**src/rtl/controle_escrita_registrador_if.sv**
```systemverilog
// Write-back request/handshake bundle between the control unit, the input device
// and the write-back sequencer.
interface controle_escrita_registrador_if;
    logic       Inicio;
    logic [1:0] Tipo;
    logic [4:0] Reg_Destino;
    logic       ES_Valido;
    logic       ES_Aceito;
    logic [1:0] Seletor_W_Data;
    logic       Escreve_Reg;
    logic [4:0] Reg_Endereco_W;
    logic       Parada;
    logic       Pronto;
    logic       Erro_Protocolo;

    modport master (
        output Inicio, Tipo, Reg_Destino, ES_Valido,
        input  ES_Aceito, Seletor_W_Data, Escreve_Reg, Reg_Endereco_W, Parada, Pronto,
               Erro_Protocolo
    );

    modport slave (
        input  Inicio, Tipo, Reg_Destino, ES_Valido,
        output ES_Aceito, Seletor_W_Data, Escreve_Reg, Reg_Endereco_W, Parada, Pronto,
               Erro_Protocolo
    );
endinterface

```
**src/rtl/controle_escrita_registrador.sv**
```systemverilog
// Write-back sequencer: selects the register-file write source, waits out memory
// latency or the input-device handshake, then issues a single write pulse.
module controle_escrita_registrador #(
    parameter int unsigned MEM_LATENCIA = 1
) (
    input logic                            clock,
    input logic                            reset,
    controle_escrita_registrador_if.slave  bus
);

    typedef enum logic [2:0] {
        StOcioso,
        StEsperaMem,
        StEsperaEs,
        StEscreve,
        StFimSemEscrita
    } estado_e;

    localparam logic [3:0] LatCnt = 4'(MEM_LATENCIA);

    estado_e    state_q, state_d;
    logic [3:0] cnt_q, cnt_d;
    logic [1:0] sel_q, sel_d;
    logic [4:0] addr_q, addr_d;
    logic       escreve_q, escreve_d;
    logic       pronto_q, pronto_d;
    logic       aceito_q, aceito_d;
    logic       parada_q, parada_d;
    logic       erro_q, erro_d;

    always_comb begin
        state_d = state_q;
        cnt_d   = cnt_q;
        sel_d   = sel_q;
        addr_d  = addr_q;

        unique case (state_q)
            StOcioso: begin
                if (bus.Inicio) begin
                    sel_d  = (bus.Tipo == 2'b10) ? 2'b00 : bus.Tipo;
                    addr_d = bus.Reg_Destino;
                    case (bus.Tipo)
                        2'b00: state_d = StEscreve;
                        2'b01: begin
                            if (LatCnt == 4'd0) begin
                                state_d = StEscreve;
                            end else begin
                                state_d = StEsperaMem;
                                cnt_d   = LatCnt;
                            end
                        end
                        2'b11:   state_d = StEsperaEs;
                        default: state_d = StFimSemEscrita;
                    endcase
                end
            end
            StEsperaMem: begin
                // Counter at 1 marks the last wait cycle.
                if (cnt_q <= 4'd1) begin
                    state_d = StEscreve;
                    cnt_d   = 4'd0;
                end else begin
                    cnt_d = cnt_q - 4'd1;
                end
            end
            StEsperaEs: begin
                if (bus.ES_Valido) begin
                    state_d = StEscreve;
                end
            end
            StEscreve, StFimSemEscrita: state_d = StOcioso;
            default:                    state_d = StOcioso;
        endcase

        // Outputs are registered from the next state so they are glitch-free Moore flops.
        escreve_d = (state_d == StEscreve) && (addr_d != 5'd0);
        pronto_d  = (state_d == StEscreve) || (state_d == StFimSemEscrita);
        aceito_d  = (state_d == StEscreve) && (sel_d == 2'b11);
        parada_d  = (state_d == StEsperaMem) || (state_d == StEsperaEs);
        erro_d    = erro_q || (bus.Inicio && (state_q != StOcioso));
    end

    always_ff @(posedge clock or posedge reset) begin
        if (reset) begin
            state_q   <= StOcioso;
            cnt_q     <= 4'd0;
            sel_q     <= 2'b00;
            addr_q    <= 5'd0;
            escreve_q <= 1'b0;
            pronto_q  <= 1'b0;
            aceito_q  <= 1'b0;
            parada_q  <= 1'b0;
            erro_q    <= 1'b0;
        end else begin
            state_q   <= state_d;
            cnt_q     <= cnt_d;
            sel_q     <= sel_d;
            addr_q    <= addr_d;
            escreve_q <= escreve_d;
            pronto_q  <= pronto_d;
            aceito_q  <= aceito_d;
            parada_q  <= parada_d;
            erro_q    <= erro_d;
        end
    end

    assign bus.Seletor_W_Data = sel_q;
    assign bus.Reg_Endereco_W = addr_q;
    assign bus.Escreve_Reg    = escreve_q;
    assign bus.Pronto         = pronto_q;
    assign bus.ES_Aceito      = aceito_q;
    assign bus.Parada         = parada_q;
    assign bus.Erro_Protocolo = erro_q;

endmodule
```
**src/flat_wrapper.sv**
```systemverilog
// flat-port wrapper written by rule: the top's interface ports become plain ports
module controle_escrita_registrador_flat 
#(
    parameter int unsigned MEM_LATENCIA = 1
)
  (clock, reset, bus_Inicio, bus_Tipo, bus_Reg_Destino, bus_ES_Valido, bus_ES_Aceito, bus_Seletor_W_Data, bus_Escreve_Reg, bus_Reg_Endereco_W, bus_Parada, bus_Pronto, bus_Erro_Protocolo);
  controle_escrita_registrador_if bus_i ();
  input logic clock;
  input logic reset;
  input wire logic [$bits(bus_i.Inicio)-1:0] bus_Inicio;
  input wire logic [$bits(bus_i.Tipo)-1:0] bus_Tipo;
  input wire logic [$bits(bus_i.Reg_Destino)-1:0] bus_Reg_Destino;
  input wire logic [$bits(bus_i.ES_Valido)-1:0] bus_ES_Valido;
  output wire logic [$bits(bus_i.ES_Aceito)-1:0] bus_ES_Aceito;
  output wire logic [$bits(bus_i.Seletor_W_Data)-1:0] bus_Seletor_W_Data;
  output wire logic [$bits(bus_i.Escreve_Reg)-1:0] bus_Escreve_Reg;
  output wire logic [$bits(bus_i.Reg_Endereco_W)-1:0] bus_Reg_Endereco_W;
  output wire logic [$bits(bus_i.Parada)-1:0] bus_Parada;
  output wire logic [$bits(bus_i.Pronto)-1:0] bus_Pronto;
  output wire logic [$bits(bus_i.Erro_Protocolo)-1:0] bus_Erro_Protocolo;
  assign bus_i.Inicio = bus_Inicio;
  assign bus_i.Tipo = bus_Tipo;
  assign bus_i.Reg_Destino = bus_Reg_Destino;
  assign bus_i.ES_Valido = bus_ES_Valido;
  assign bus_ES_Aceito = bus_i.ES_Aceito;
  assign bus_Seletor_W_Data = bus_i.Seletor_W_Data;
  assign bus_Escreve_Reg = bus_i.Escreve_Reg;
  assign bus_Reg_Endereco_W = bus_i.Reg_Endereco_W;
  assign bus_Parada = bus_i.Parada;
  assign bus_Pronto = bus_i.Pronto;
  assign bus_Erro_Protocolo = bus_i.Erro_Protocolo;
  controle_escrita_registrador #(.MEM_LATENCIA(MEM_LATENCIA)) u_core (.clock(clock), .reset(reset), .bus(bus_i));
endmodule
```
**config.mk**
```make
export PLATFORM = sky130hd
export DESIGN_NAME = controle_escrita_registrador_flat
export DESIGN_NICKNAME = d
export VERILOG_FILES = /design/src/rtl/controle_escrita_registrador_if.sv /design/src/rtl/controle_escrita_registrador.sv /design/src/flat_wrapper.sv
export SDC_FILE = /design/constraint.sdc
export NUM_CORES = 1
export LEC_CHECK = 0
export ABC_AREA = 1
export CORE_UTILIZATION = 55
export CTS_BUF_LIST = sky130_fd_sc_hd__clkbuf_4
export CTS_CLUSTER_DIAMETER = 80
export DETAILED_ROUTE_END_ITERATION = 16
export GPL_TIMING_DRIVEN = 0
export PLACE_DENSITY_LB_ADDON = 0.15
export SYNTH_ARGS = -nofsm -noshare
export SYNTH_HDL_FRONTEND = slang
export SYNTH_SLANG_ARGS = --single-unit
```
**constraint.sdc**
```tcl
create_clock -name clock -period 3.3 [get_ports clock]
set_clock_uncertainty 0.2 [all_clocks]
set_input_delay 0.825 -clock clock [delete_from_list [all_inputs] [get_ports clock]]
set_output_delay 0.825 -clock clock [all_outputs]
set_load 0.005 [all_outputs]
```
## After elaboration in Yosys (flattened, before gate mapping)

Index checks and enable logic that the tools add are counted.
Widths: inputs -> output; s select.

- Flip-flop bits (word level): 19
- Word-level logic and storage cells: 49

- Reduce and logical (&&, ||, !) cells: 12
- Magnitude comparators: 1
- Multiplexer cells: 14
- Eq/ne operators: 12
- Add/sub/neg operators: 1

Operators with widths:

| kind | number |
|---|---|
| $pmux 3 s3 | 2 |
| $mux 4 | 3 |
| $mux 5 | 2 |
| $eq 3x2->1 const B | 3 |
| $mux 3 | 3 |
| $pmux 4 s2 | 1 |
| $eq 2x2->1 const B | 3 |
| $eq 3x1->1 const B | 2 |
| $mux 2 | 3 |
| $reduce_bool 5->1 | 1 |
| $le 4x1->1 const B | 1 |
| $ne 2x2->1 const B | 2 |
| $sub 4x1->4 const B | 1 |
| $eq 3x3->1 const B | 1 |
| $logic_and 1x1->1 | 3 |
| $logic_not 3->1 | 1 |
| $logic_or 1x1->1 | 3 |
| $reduce_and 3->1 | 1 |
| $reduce_bool 3->1 | 1 |
| $eq 2x1->1 const B | 1 |
| $logic_not 2->1 | 1 |
| $reduce_bool 2->1 | 1 |

## Logic depth before layout (Yosys ltp)

Gate-level depths: netlist of the first run.

- Word-level depth: 6
- Mapped depth: 9
- Mapped depth without buffers: 9

## Worst setup path after synthesis of the first run

OpenSTA, ideal clock, no wires.

- Path kind: input -> register
- From: input port bus_Tipo[1]
- To: register u_core.pronto_q (netlist: u_core.bus.Pronto)
- Path slack: 1374 ps
- Arrival: 1608 ps
- Buffers on the path: 0
- Cell stages on the path: 8
- Cell sequence: inv_1 > ha_1 > o21ai_0 > nor2_1 > nor2_1 > inv_1 > nand2_1 > nand2_1

- Longest elaborated chain between the ends: 6
- Elaborated cells on any way between the ends: 9
- Classes of those cells: eq/ne: 4; mux: 3; reduce/logical: 2

RTL lines:

| what | line | text |
|---|---|---|
| from (decl) | flat_wrapper.sv:11 | `input wire logic [$bits(bus_i.Tipo)-1:0] bus_Tipo;` |
| $eq 2x2->1, or another cell as far along | controle_escrita_registrador.sv:42 | `case (bus.Tipo)` |
| $pmux 3 s3 (*) | controle_escrita_registrador.sv:42 |  |
| $mux 3 (*) | controle_escrita_registrador.sv:39 | `if (bus.Inicio) begin` |
| $pmux 3 s3 (*) | controle_escrita_registrador.sv:37 | `unique case (state_q)` |
| named net u_core.state_d[0] | controle_escrita_registrador.sv:21 | `estado_e state_q, state_d;` |
| $eq 3x2->1 / $eq 3x3->1 (equally long branches) | controle_escrita_registrador.sv:77 | `pronto_d = (state_d == StEscreve) \|\| (state_d == StFimSemEscrita);` |
| $logic_or 1x1->1 (*) | controle_escrita_registrador.sv:77 |  |
| named net u_core.pronto_d | controle_escrita_registrador.sv:26 | `logic pronto_q, pronto_d;` |
| to (signal assigned) | controle_escrita_registrador.sv:100 | `pronto_q <= pronto_d;` |
| to (decl) | controle_escrita_registrador.sv:26 |  |

The timed path passes the listed nets; every way through them passes the cells marked *.
A chain may end at the register's enable or synchronous reset.

## Worst setup path after layout of the first run

- From: input port bus_Tipo[1]
- To: register u_core.escreve_q (netlist: u_core.bus.Escreve_Reg)

- Longest elaborated chain between the ends: 6
- Elaborated cells on any way between the ends: 8
- Classes of those cells: eq/ne: 3; mux: 3; reduce/logical: 2

RTL lines:

| what | line | text |
|---|---|---|
| $eq 2x2->1, or another cell as far along | controle_escrita_registrador.sv:42 |  |
| $pmux 3 s3 (*) | controle_escrita_registrador.sv:42 |  |
| $mux 3 (*) | controle_escrita_registrador.sv:39 |  |
| $pmux 3 s3 (*) | controle_escrita_registrador.sv:37 |  |
| named net u_core.state_d[0] | controle_escrita_registrador.sv:21 |  |
| $eq 3x2->1 (*) | controle_escrita_registrador.sv:76 | `escreve_d = (state_d == StEscreve) && (addr_d != 5'd0);` |
| $logic_and 1x1->1 (*) | controle_escrita_registrador.sv:76 |  |
| named net u_core.escreve_d | controle_escrita_registrador.sv:25 | `logic escreve_q, escreve_d;` |
| to (signal assigned) | controle_escrita_registrador.sv:99 | `escreve_q <= escreve_d;` |
| to (decl) | controle_escrita_registrador.sv:25 |  |

Marks and branches as above.

==> reports/metrics.cfg, run 1 <==
[synth]
ys_ff_latch=19
ys_types=20
ys_top_cells_by_area=dfrtp_1 (48%), inv_1 (11%), nand2_1 (11%)
syn_area_um2=1001
synth_common_cells=inv_1 (28), nand2_1 (28), dfrtp_1 (19)
synth_top_area_share_pct=47.50
syn-num-nets=137
synthFlopType=dfrtp_1
ys_warn_count=0
synth_top_area_cell=dfrtp_1
synth_edf_count=0
synthCells=120
avgSynthCellArea_um2=8.341
synth-async-reset-ratio_pct=100.0
ys_seq_area_share_pct=47.50

[pwr]
finalPower_mw=1.025
power.leakage_nw=0.6760
vdd_drop_max_uv=440.5
p_per_area_nw_per_um2=799.5

[place]
place_ws_ns=0.6449
dp_hpwl_mm=1.572
gp_congestion=0.7595
portBuffers=22

[critical_path]
slowest_stage=clkdlybuf4s50_1
path_buf_inv=3
required_ns=3.28
critical_path.max_stage_delay_ns=0.51
path_delay_family=buffers and inverters
crit_top_cell=nor2_1
start_kind=input pin
critPathKind=input pin to flop
end_kind=flop
reg2reg_slack_ns=1.41
path_cells=clkdlybuf4s50_1, inv_1, ha_1, o21ai_0, nor2_1, nor2_1, inv_1, nand2_1, nor2_1
critical_path_peak_fanout=3
crit_arrival_ns=2.35

[floorplan]
initial_core_util_pct=58.61
coreArea_um2=1708
rows=15
die_area_um2=1995
die_y_um=44.66
ios=23
die_w_um=44.66

[timing]
period_needed_ns=2.366
setup_viol=0
fin_ws_ns=0.9344
hold_violations=0
tns_ns=0
rsz0062_at_grt=false
slew_headroom_pct=51.41
slew_viol_final=0
fin_crit_sh_pct=71.69
worst_pin_slew_ns=0.7281
fmax_mhz=422.7

[clock_network]
insertion_delay_ns=0.29
ctsResizeCount=0
clkSinkCount=19
cts.path.max_buffers=2
cts_max_level=1
cts-root-buf=clkbuf_4
postCtsSetupBuffers=0
cts_buffers=3
cts_tree=yes
clk_pin_slew_ns=0.10
hold_buffers=0

[drt]
post_drt_wl_per_cell_um=11.98
via_per_inst=4.871
route.vias.total=833
wl_mm=2.048
drt_pass1_iterations=4
drc=0
ant_nets=0
drt_iter0_markers=21

[global_route]
grt_pass1_wl_mm=3.325
overflow=0
grt_max_degree=20
grt_pass1_vias=792
antenna_found_initial=0
globalRouteTotalUtil_pct=23.20

[min_path]
hold_class=flop to flop

[cells_and_area]
drive_above_1_share_pct=9.589
syn_to_final_growth_pct=28.13
diodes=0
postLayoutCoreUtil_pct=75.09
fin_nets=164

[flow_run]
cap_violations=0

[run_status]
status=finished clean

[final timing paths]
kind                                                endpoint  depth (start not counted)                      start
worst max-delay path                  u_core.bus.Escreve_Reg                          9                bus_Tipo[1]
worst min-delay path               u_core.bus.Erro_Protocolo                          1  u_core.bus.Erro_Protocolo
worst max register to register        u_core.bus.Escreve_Reg                          8            u_core.cnt_q[0]
worst min register to register     u_core.bus.Erro_Protocolo                          1  u_core.bus.Erro_Protocolo
max in group asynchronous             u_core.bus.Escreve_Reg                          2                      reset
min in group asynchronous       u_core.bus.Reg_Endereco_W[4]                          2                      reset
[layout make-up]
class	instances	area [µm²]
Buffer	1	11.26
Clock buffer	4	30.03
Fill cell	128	425.4
Tap cell	25	31.28
Timing Repair Buffer	22	220.2
Multi-Input combinational cell	70	401.6
Inverter	30	112.6
Sequential cell	19	475.5
[report_power, final]
| group | switching, mW | total (mW) | internal (mW) |
|---|---|---|---|
| Combinational | 0.295 | 0.525 | 0.231 |
| Sequential | 0.0526 | 0.375 | 0.322 |
| Clock | 0.0697 | 0.125 | 0.0552 |
[through the flow]
step           cells  hold slack, ns  area [µm²]
4_1_cts          171          0.3079        1282
3_5_place_dp     167          0.2822        1252
3_3_place_gp     167          0.2382        1252
2_1_floorplan    120          0.2510        1001
6_report         171          0.3059        1282
5_1_grt          171          0.3234        1282
[registers in the layout, indices dropped and copies added (netlist names)]
register / flops
u_core.bus.Parada: 1
u_core.bus.Seletor_W_Data: 2
u_core.cnt_q: 4
u_core.bus.Escreve_Reg: 1
u_core.bus.Reg_Endereco_W: 5
u_core.state_q: 3
u_core.bus.Erro_Protocolo: 1
u_core.bus.Pronto: 1
u_core.bus.ES_Aceito: 1
[layout by cell type (no fill, tap or decap)]
cell type	count
inv_1	28
nand2_1	28
clkdlybuf4s50_1	22
dfrtp_1	19
nor2_1	8
o21ai_0	6
ha_1	6
nand3_1	4
nand4_1	4
clkbuf_4	4
o21ai_2	3
a21oi_1	3
inv_2	2
nor2_4	1
o22ai_1	1
nand3_4	1
buf_6	1
nor2_2	1
nand3_2	1
nand3b_1	1
a21o_1	1
o32ai_1	1
[cells by family (layout without fill, tap and decap cells)]
logic type | after synthesis | count (layout) | synth area share (%)
AO/OA/AOI/OAI | 15 | 15 | 9.376
flip-flops | 19 | 19 | 47.50
AND/OR/NAND/NOR | 49 | 49 | 23.25
adder cells (fa/ha/maj) | 6 | 6 | 7.500
buffers and inverters | 31 | 57 | 12.38
[per-layer routing]
metal  up-vias  wire length (µm)  global-route usage [%]
li1        419                 -                       -
met2        23              1063                   42.06
met4         0                33                   9.091
met3         4                67                   2.449
met1       387               884                   27.94
met5         -                 0                       0
Note: power is estimated with default switching activity, not from simulation.
==> run 2, diff against run 1 <==
--- a/config.mk
+++ b/config.mk
@@ -6,7 +6,7 @@
 export NUM_CORES = 1
 export LEC_CHECK = 0
 export ABC_AREA = 1
-export CORE_UTILIZATION = 55
+export CORE_UTILIZATION = 46
 export CTS_BUF_LIST = sky130_fd_sc_hd__clkbuf_4
 export CTS_CLUSTER_DIAMETER = 80
 export DETAILED_ROUTE_END_ITERATION = 16
==> constraint.sdc (replaced) <==
create_clock -name clock -period 2.15 [get_ports clock]
set_clock_uncertainty 0.2 [all_clocks]
set_input_delay 0.5375 -clock clock [delete_from_list [all_inputs] [get_ports clock]]
set_output_delay 0.5375 -clock clock [all_outputs]
set_load 0.005 [all_outputs]
==> reports/metrics.cfg, run 2 (same netlist as run 1, synthesis figures left out) <==
[global_route]
use_met3_pct=2.830
antenna_found_initial=0
globalRouteTotalUtil_pct=18.90
grt_pass1_wl_mm=3.305
grt_pass1_vias=754
use_met2_pct=32.41
grtUsageMet1_pct=21.37
overflow=0
top_usage_layer=met2
grt_max_degree=20

[critical_path]
end_kind=flop
critPathKind=input pin to flop
rr_endpoint=u_core.bus.Pronto
reg2reg_slack_ns=0.28
start_kind=input pin
worst-r2r-cell-count=8
worstReg2RegStart=u_core.cnt_q[0]
crit_arrival_ns=2.09
critical_path_peak_fanout=4
required_ns=2.19

[pwr]
power.leakage_nw=0.6764
finalPower_mw=1.573
p_int_uw=937.2
p_per_area_nw_per_um2=1221
p_clk_share_pct=12.4
combPwrFrac_pct=51.2
swShare_pct=40.41
vdd_drop_max_uv=711.4
p_switching_uw=635.4
seqPwrFrac_pct=36.4

[drt]
drt_pass1_iterations=4
wl_mm=1.919
route.vias.total=843
ant_nets=0
post_drt_wl_per_cell_um=11.09
drt_iter0_markers=20
drc=0
via_per_inst=4.873

[floorplan]
die_area_um2=2366
die_y_um=48.65
die_w_um=48.65
coreArea_um2=2002
initial_core_util_pct=50.00
ios=23
rows=16

[cells_and_area]
ff_latch_area_um2=475.5
final_cell_mix=inv_1 (28), nand2_1 (28), clkdlybuf4s50_1 (22)
drive_above_1_share_pct=10.27
syn_to_final_growth_pct=28.62
largest_reg_flops=5
multi_input_area_um2=404.1
fin_area_um2=1287
diodes=0
fillers=174
fin_nets=164

[timing]
fin_hold_ws_ns=0.2675
fmax_mhz=487.9
tns_ns=0
fin_ws_ns=0.1002
slew_viol_final=0
setup_viol=0
hold_violations=0
rsz0062_at_grt=false
period_needed_ns=2.050
slew_headroom_pct=51.67
worst_pin_slew_ns=0.7242
fin_crit_sh_pct=95.34

[clock_network]
clk_pin_slew_ns=0.11
cts.path.max_buffers=2
cts_buffers=3
insertion_delay_ns=0.30
cts-root-buf=clkbuf_4
clkSinkCount=19
cts_tree=yes
cts_max_level=1

[min_path]
holdPathStages=1
hold_end=u_core.bus.Erro_Protocolo
hold_class=flop to flop
min-delay-start=u_core.bus.Erro_Protocolo

[place]
gp_congestion=0.7949
placed_area_um2=1255
dp_hpwl_mm=1.479
place_ws_ns=-0.2471
portBuffers=22

[flow_run]
cap_violations=0

[run_status]
status=finished clean

run 2: how the worst max path moves through the flow:
| stage | startpoint | end | cells past startpoint |
|---|---|---|---|
| 3_3_place_gp | bus_Tipo[0] | u_core.bus.Pronto | 9 |
| 2_1_floorplan | bus_Tipo[1] | u_core.bus.Pronto | 8 |
| 6_report | bus_Tipo[0] | u_core.bus.Escreve_Reg | 10 |
| 5_1_grt | bus_Tipo[0] | u_core.bus.ES_Aceito | 10 |
| 4_1_cts | bus_Tipo[0] | u_core.bus.Pronto | 9 |
| 3_5_place_dp | bus_Tipo[0] | u_core.bus.Pronto | 9 |
run 2: what timing repair did:
item / in CTS / in global routing
resized for setup: 0 / 1
setup buffers: 0 / 0
setup endpoints to repair: 0 / 1
hold buffers: 0 / 0
endpoints found under the hold margin: 0 / 0
run 2: cell type report:
class,count,area share [%]
Multi-Input combinational cell,70,31.39
Inverter,30,8.746
Sequential cell,19,36.93
Buffer,1,0.8746
Tap cell,27,2.624
Timing Repair Buffer,22,17.10
Clock buffer,4,2.332
run 2: worst max-delay path: stages:
cell and delay, ns:
clkdlybuf4s50_1 0.54, inv_1 0.08, ha_1 0.20, inv_1 0.09
o21ai_0 0.09, nor2_1 0.15, nor2_2 0.08, inv_1 0.08
nand2_1 0.11, nor2_1 0.12
run 2: through the flow:
| stage | instances | util [%] |
|---|---|---|
| global placement | 169 | 62.69 |
| global route | 173 | 64.31 |
| finish | 173 | 64.31 |
| CTS | 173 | 64.19 |
| detailed placement | 169 | 62.69 |
| floorplan | 120 | - |
run 2: per-layer routing:
metal / share of wire, % / wire length (µm) / up-vias
met4: 2.5 / 48 / 0
met2: 50 / 950 / 26
li1: - / - / 423
met1: 44 / 842 / 390
met5: 0 / 0 / -
met3: 4.1 / 78 / 4
run 2: power by group through the flow:
| stage | sequential [mW] | combinational, mW | clock (mW) |
|---|---|---|---|
| 2_1_floorplan | 0.579 | 0.498 | 0 |
| 5_1_grt | 0.589 | 0.909 | 0.218 |
| 3_3_place_gp | 0.575 | 0.773 | 0 |
| 6_report | 0.572 | 0.805 | 0.195 |
| 4_1_cts | 0.572 | 0.805 | 0.202 |
| 3_5_place_dp | 0.577 | 0.801 | 0 |
